## src/rtl/uart_tx_arb.sv

```systemverilog
// uart_tx_arb: round-robin scheduler sharing one 16x-oversampled UART
// transmitter among four byte-producing requesters. It issues one frame at a
// time, waits for the transmitter to go busy and idle again, then holds off
// for a guard gap before the next grant.
// Optional build macro: UART_ARB_PRIO0_EN gives requester 0 strict priority
// over the round-robin among requesters 1-3.
module uart_tx_arb #(
    parameter int unsigned GUARD_CYCLES = 16,  // 1..255
    parameter int unsigned BUSY_TIMEOUT = 64   // 2..255
) (
    input  logic        clk,
    input  logic        reset,
    input  logic [3:0]  req,
    input  logic [31:0] req_data,
    output logic [3:0]  ack,
    output logic [7:0]  txdata,
    output logic        wrsig,
    input  logic        tx_busy,
    output logic        timeout_err,
    output logic [1:0]  cur_grant
);

    typedef enum logic [2:0] {
        S_IDLE,
        S_LOAD,
        S_WAIT_BUSY,
        S_WAIT_DONE,
        S_GAP
    } state_t;

    localparam logic [7:0] TIMER_LAST = 8'(BUSY_TIMEOUT - 1);
    localparam logic [7:0] GAP_LAST   = 8'(GUARD_CYCLES - 1);

    state_t      state_q;
    logic [1:0]  ptr_q;
    logic [7:0]  timer_q;
    logic [7:0]  gap_q;
    logic [3:0]  ack_q;
    logic [7:0]  txdata_q;
    logic        wrsig_q;
    logic        timeout_err_q;
    logic [1:0]  cur_grant_q;

    logic [3:0]  rr_req;
    logic [1:0]  cand;
    logic        win_valid;
    logic [1:0]  win_idx;

    // Pick the winner: search upward from the slot after the last round-robin grant.
    always_comb begin
        // NOTE: every variable gets a default first so no path leaves it unassigned (no latch).
        rr_req    = req;
        cand      = 2'd0;
        win_valid = 1'b0;
        win_idx   = ptr_q;
`ifdef UART_ARB_PRIO0_EN
        rr_req[0] = 1'b0;
`endif
        for (int k = 1; k <= 4; k++) begin
            cand = ptr_q + 2'(k);
            if (!win_valid && rr_req[cand]) begin
                win_valid = 1'b1;
                win_idx   = cand;
            end
        end
`ifdef UART_ARB_PRIO0_EN
        if (req[0]) begin
            win_valid = 1'b1;
            win_idx   = 2'd0;
        end
`endif
    end

    // Frame sequencer with registered outputs: grant, wait for busy, wait for idle, guard gap.
    always_ff @(posedge clk or negedge reset) begin
        if (!reset) begin
            state_q       <= S_IDLE;
            ptr_q         <= 2'd3;
            timer_q       <= 8'd0;
            gap_q         <= 8'd0;
            ack_q         <= 4'd0;
            txdata_q      <= 8'h00;
            wrsig_q       <= 1'b0;
            timeout_err_q <= 1'b0;
            cur_grant_q   <= 2'd3;
        end else begin
            // NOTE: non-blocking assignments so every register sees the pre-edge values.
            ack_q   <= 4'd0;
            wrsig_q <= 1'b0;
            unique case (state_q)
                S_IDLE: begin
                    // Foreign traffic on the transmitter blocks arbitration.
                    if (win_valid && !tx_busy) begin
                        txdata_q    <= req_data[8*win_idx +: 8];
                        ack_q       <= 4'b0001 << win_idx;
                        wrsig_q     <= 1'b1;
                        cur_grant_q <= win_idx;
`ifdef UART_ARB_PRIO0_EN
                        // Priority grants to requester 0 leave the round-robin position alone.
                        if (win_idx != 2'd0) begin
                            ptr_q <= win_idx;
                        end
`else
                        ptr_q <= win_idx;
`endif
                        state_q <= S_LOAD;
                    end
                end
                S_LOAD: begin
                    timer_q <= 8'd0;
                    state_q <= S_WAIT_BUSY;
                end
                S_WAIT_BUSY: begin
                    // Busy rising on the expiry cycle takes precedence over the timeout.
                    if (tx_busy) begin
                        state_q <= S_WAIT_DONE;
                    end else if (timer_q == TIMER_LAST - 8'd1) begin
                        timer_q       <= TIMER_LAST;
                        timeout_err_q <= 1'b1;
                        gap_q         <= 8'd0;
                        state_q       <= S_GAP;
                    end else begin
                        timer_q <= timer_q + 8'd1;
                    end
                end
                S_WAIT_DONE: begin
                    if (!tx_busy) begin
                        gap_q   <= 8'd0;
                        state_q <= S_GAP;
                    end
                end
                S_GAP: begin
                    if (gap_q == GAP_LAST) begin
                        state_q <= S_IDLE;
                    end else begin
                        gap_q <= gap_q + 8'd1;
                    end
                end
                default: begin
                    state_q <= S_IDLE;
                end
            endcase
        end
    end

    assign ack         = ack_q;
    assign txdata      = txdata_q;
    assign wrsig       = wrsig_q;
    assign timeout_err = timeout_err_q;
    assign cur_grant   = cur_grant_q;

endmodule

```

## config.mk

```make
export PLATFORM = sky130hd
export DESIGN_NAME = uart_tx_arb
export DESIGN_NICKNAME = d
export VERILOG_FILES = /design/src/rtl/uart_tx_arb.sv
export SDC_FILE = /design/constraint.sdc
export NUM_CORES = 1
export LEC_CHECK = 0
export ABC_AREA = 1
export CORE_MARGIN = 4
export CORE_UTILIZATION = 57
export DETAILED_ROUTE_END_ITERATION = 12
export DONT_BUFFER_PORTS = 1
export PLACE_DENSITY_LB_ADDON = 0.1
export SLEW_MARGIN = 20
export SYNTH_ARGS = -nofsm -noshare
export SYNTH_HDL_FRONTEND = slang
export SYNTH_SLANG_ARGS = --single-unit
```

## constraint.sdc

```tcl
create_clock -name clk -period 1.6 [get_ports clk]
set_clock_uncertainty 0.05 [all_clocks]
set_input_delay 0.4 -clock clk [delete_from_list [all_inputs] [get_ports clk]]
set_output_delay 0.4 -clock clk [all_outputs]
set_load 0.005 [all_outputs]
```

=== Yosys cells after proc, flatten, opt, wreduce, memory -nomap -nowiden ===
Cells that the tools add are included.

* Add/subtract/negate cells: 5
* $lt $le $gt $ge: 4
* Equality and inequality tests: 13
* Shifts and indexed selects: 2
* Muxes and demuxes: 34
* Bitwise gates (word level): 1
* Reduce and logical (&&, ||, !) cells: 16

{| class="wikitable"
|+ Operator list
! operator !! count
|-
| $mux 8 || 6
|-
| $shiftx 32x6->8 || 1
|-
| $pmux 8 s3 || 1
|-
| $add 8x1->8 const B || 2
|-
| $pmux 8 s2 || 1
|-
| $mux 3 || 5
|-
| $pmux 3 s5 || 1
|-
| $lt 2x3->1 const B || 4
|-
| $ne 2x2->1 const B || 6
|-
| $mux 1 || 10
|-
| $bmux 1 s2 || 4
|-
| $eq 8x4->1 const B || 1
|-
| $eq 8x6->1 const B || 1
|-
| $mux 2 || 4
|-
| $mux 4 || 2
|-
| $eq 3x2->1 const B || 2
|-
| $reduce_and 5->1 || 1
|-
| $add 2x2->2 const B || 2
|-
| $logic_and 1x1->1 || 4
|-
| $logic_not 1->1 || 4
|-
| $reduce_and 2->1 || 2
|-
| $reduce_and 4->1 || 1
|-
| $shl 1x2->4 const A || 1
|-
| $eq 3x1->1 const B || 1
|-
| other kinds (8) || 8
|}

* Register bits after elaboration: 35

=== Depth between registers and ports, before layout ===
Gate-level depths: netlist of run 1.

* Word-level depth: 16
* Gate-level depth with buffers: 14

=== Least setup slack after synthesis of run 1 ===
Ideal clock, no wire load.

* Path kind: register -> register
* From: reg cur_grant[0] (netlist name)
* To: reg txdata_q[1] (netlist: txdata[1])
* Data arrival time: 1,597 ps
* Path slack: -165 ps
* Stages on the path, launching flop included: 15
* Path buffers: 1
* Clock period less this slack: 1,765 ps
* Cells stage by stage: dfstp_2 > inv_2 > nand2_1 > nand2_4 > nand2_4 > nand2_4 > inv_6 > nand2_2 > nand2_4 > nand2_4 > buf_8 > nand2_2 > nand3_2 > nand3_1 > nand2_1

{| class="wikitable"
|+ RTL lines
! element !! line !! source
|-
| end signal: assignment || 94 || <nowiki>txdata_q <= req_data[8*win_idx +: 8];</nowiki>
|-
| end: declaration || 39 || <nowiki>logic [7:0] txdata_q;</nowiki>
|}

==> results of run 1 <==
flip-flops by register name, indices dropped and copies added, names as in the netlist:
register / count
ack: 4
cur_grant: 2
gap_q: 8
state_q: 3
timeout_err: 1
timer_q: 8
txdata: 8
wrsig: 1
path summary, 6_finish.rpt:
path	start	to	slack (ns)	depth (start not counted)
worst max register to register	cur_grant[0]	txdata[0]	-0.37	11
min in group asynchronous	reset	timer_q[5]	0.52	2
worst max-delay path	cur_grant[0]	txdata[0]	-0.37	11
worst min-delay path	req_data[26]	txdata[2]	0.28	4
max in group asynchronous	reset	cur_grant[1]	0.72	2
worst min register to register	timeout_err	timeout_err	0.45	2
area by class of cell:
| cell class | count | area, µm² | area share (%) |
|---|---|---|---|
| clock buffers | 5 | 68.8 | 2.17 |
| multi-input cells | 228 | 1490 | 47.1 |
| clock inverters | 3 | 15.0 | 0.474 |
| well taps | 50 | 62.6 | 1.97 |
| inverters | 35 | 141 | 4.46 |
| flip-flops and latches | 35 | 878 | 27.7 |
| repair buffers | 58 | 509 | 16.1 |
per-layer routing:
layer	wire, µm	up-vias	track usage [%]	share of wire, %
li1	-	1131	-	-
met1	2800	1156	29.0	39
met2	3560	125	43.2	50
met3	548	27	6.09	7.7
met4	241	0	9.60	3.4
met5	0	-	0	0
logic make-up after synthesis:
| group | count (synthesis) | synth area share, % |
|---|---|---|
| AND/OR/NAND/NOR | 187 | 42.2 |
| buffers and inverters | 42 | 8.90 |
| flip-flops | 35 | 37.4 |
| AO/OA/AOI/OAI | 29 | 7.30 |
| XOR/XNOR | 7 | 2.61 |
| adder cells (fa/ha/maj) | 3 | 1.60 |
repair_timing:
item	CTS	global route
setup endpoints to repair	17	31
hold endpoints to repair	35	0
setup buffers	11	7
hold buffers	2	0
gates resized for setup	27	41
pin swaps	9	18
cloned	0	2
worst max-delay path, cell delays in order (launching register included):
cell and delay [ns]:
dfstp_2 0.59, buf_6 0.13, nand2_2 0.05, nand2_2 0.12, nand2_4 0.09, buf_4 0.15, nand4_1 0.09, nand3_1 0.18
nand2_2 0.17, nand3_1 0.11, nand3_2 0.09, nand2_1 0.05
report_power, final:
part	switching [µW]	total (µW)	internal, µW	leakage (µW)
Clock	342	640	298	0.0000477
Sequential	270	1470	1190	0.000456
Combinational	3140	5340	2200	0.00101
cell usage after synthesis, types with 5 or more instances:
library cell  instances
nand2_2              19
inv_1                30
dfrtp_1              33
nand2_4               8
nand3_1              58
nand4_1               5
nand3_2               7
nand2_1              62
xor2_1                5
o22ai_1               5
o21ai_0              11
nor2_1               18
metrics by stage:
step	area, µm²	util [%]	hold WS, ns
after global placement	2640	66.0	0.0552
after CTS	2950	73.6	0.283
after detailed placement	2640	66.0	0.0552
final	3170	79.2	0.283
after floorplan	2350	-	0.0544
after global routing	3170	79.2	0.296
==> results by group, run 1 <==
Finish
  – Layout net count: 405
  – Ratio of cells with drive above 1 in the final layout: 41.5%
  – Fill count: 266
  – Area delta synth->final: 34.9%
  – Layout Cells excl Fill: 414
  – Antenna cell count: 0
  – Most frequent cells in the layout: nand3_1, nand2_1, buf_4, dfrtp_1, nand2_2
  – Commonest non-fill, non-tap cell in the layout: nand3_1

Floorplanning
  – IO Pins: 55
  – Row cnt: 23
  – Die area: 5210 µm²
  – Initial Util: 58.7%
  – Die Wd: 72.2 µm
  – Die Ht: 72.2 µm
  – Core ar.: 4000 µm²

Detailed routing
  – DRT iter0 DRCs: 164
  – Post-DRT Antenna Nets: 0
  – Total number of vias: 2,439
  – Routed Wire Length: 7.15 mm
  – TritonRoute pass-1 iters: 7
  – Mean routed wirelength per cell: 17.3 µm
  – Vias/cell: 5.89
  – Remaining DRCs: 0

GRT
  – First-pass GRT wire length: 10.1 mm
  – Total global routing overflow: 0
  – Largest net degree at the start of global routing: 36
  – GRT Resource Usage Total: 24.7%
  – Initial antenna violation count: 0
  – Vias in the first global route: 2,292

Worst setup path
  – Worst path required time: 1.74 ns
  – Peak fanout along the critical path: 4
  – WS Path Type: reg2reg
  – Critical path endpoint category: flip-flop
  – Startpoint Class: flip-flop
  – CP arrival: 2.10 ns

Placed design
  – Setup slack after placement: -0.334 ns
  – IO buf count: 0
  – Placed Cells incl. Taps: 384
  – HPWL after DPL: 4.19 mm
  – Final GP Congestion: 0.835

Status
  – Failing checks: setup timing
  – Outcome: finished with violations

Synth
  – Post-synth top flop: dfrtp_1
  – Seq cells post-synth: 35
  – Syn avg cell area: 7.75 µm²
  – Top cells by area, synth: dfrtp_1, nand3_1, nand2_1
  – Post-synthesis sequential area ratio: 37.4%
  – Post-Syn Area: 2350 µm²
  – Synth top area share: 35.2%
  – Ys async rst share: 100%
  – Yosys cell types: 34
  – Syn Nets: 345
  – Post-synth EDFFs: 0
  – Leading area contributor after synthesis: dfrtp_1
  – Mapped Cells: 303
  – Synth Warn #: 0

STA
  – Worst-Margin Slew: 0.294 ns
  – Fin. max-slew vios: 0
  – Period minus WS final: 1.97 ns
  – Fmax: 508 MHz
  – Final WS setup: -0.368 ns
  – Relative slew slack: 80.2%
  – Final worst-path cycle share: 123%
  – RSZ-0062 raised after global routing: yes
  – TNS Setup: -5.12 ns
  – Hold Fails Final Rpt: 0
  – Final setup fails: 16

Clock network
  – CTS sink count: 35
  – Clock Tree Buf Depth: 2
  – Clk pin slew, worst setup/hold paths: 0.08 ns
  – Clock Tree Root: clkbuf_8
  – Worst-skew pair later-pin latency: 0.30 ns
  – CTS tree: built
  – Cts bufs inserted: 5
  – Htree depth: 2

Run
  – Max-cap violations: 0

Power
  – Worst vdd ir: 0.00156 V
  – Leak pwr: 0.00152 µW
  – PwrDens: 2350 nW/µm²
  – Total Power: 7440 µW

Worst hold path
  – Hold/Removal Path Class: in2reg
Note: power is estimated with default switching activity, not from simulation.
==> run 2: changes to the inputs <==
--- a/config.mk
+++ b/config.mk
@@ -6,6 +6,7 @@
 export NUM_CORES = 1
 export LEC_CHECK = 0
 export ABC_AREA = 1
+export ABC_CLOCK_PERIOD_IN_PS = 1600
 export CORE_MARGIN = 4
 export CORE_UTILIZATION = 57
 export DETAILED_ROUTE_END_ITERATION = 12
==> results of run 2 <==
No change in the layout: final DEF, timing and power equal those of run 1.
==> run 3: changes to the inputs <==
--- a/config.mk
+++ b/config.mk
@@ -11,6 +11,7 @@
 export CORE_UTILIZATION = 57
 export DETAILED_ROUTE_END_ITERATION = 12
 export DONT_BUFFER_PORTS = 1
+export GPL_ROUTABILITY_DRIVEN = 0
 export PLACE_DENSITY_LB_ADDON = 0.1
 export SLEW_MARGIN = 20
 export SYNTH_ARGS = -nofsm -noshare
==> results of run 3 <==
No change in the layout: final DEF, timing and power equal those of run 1.
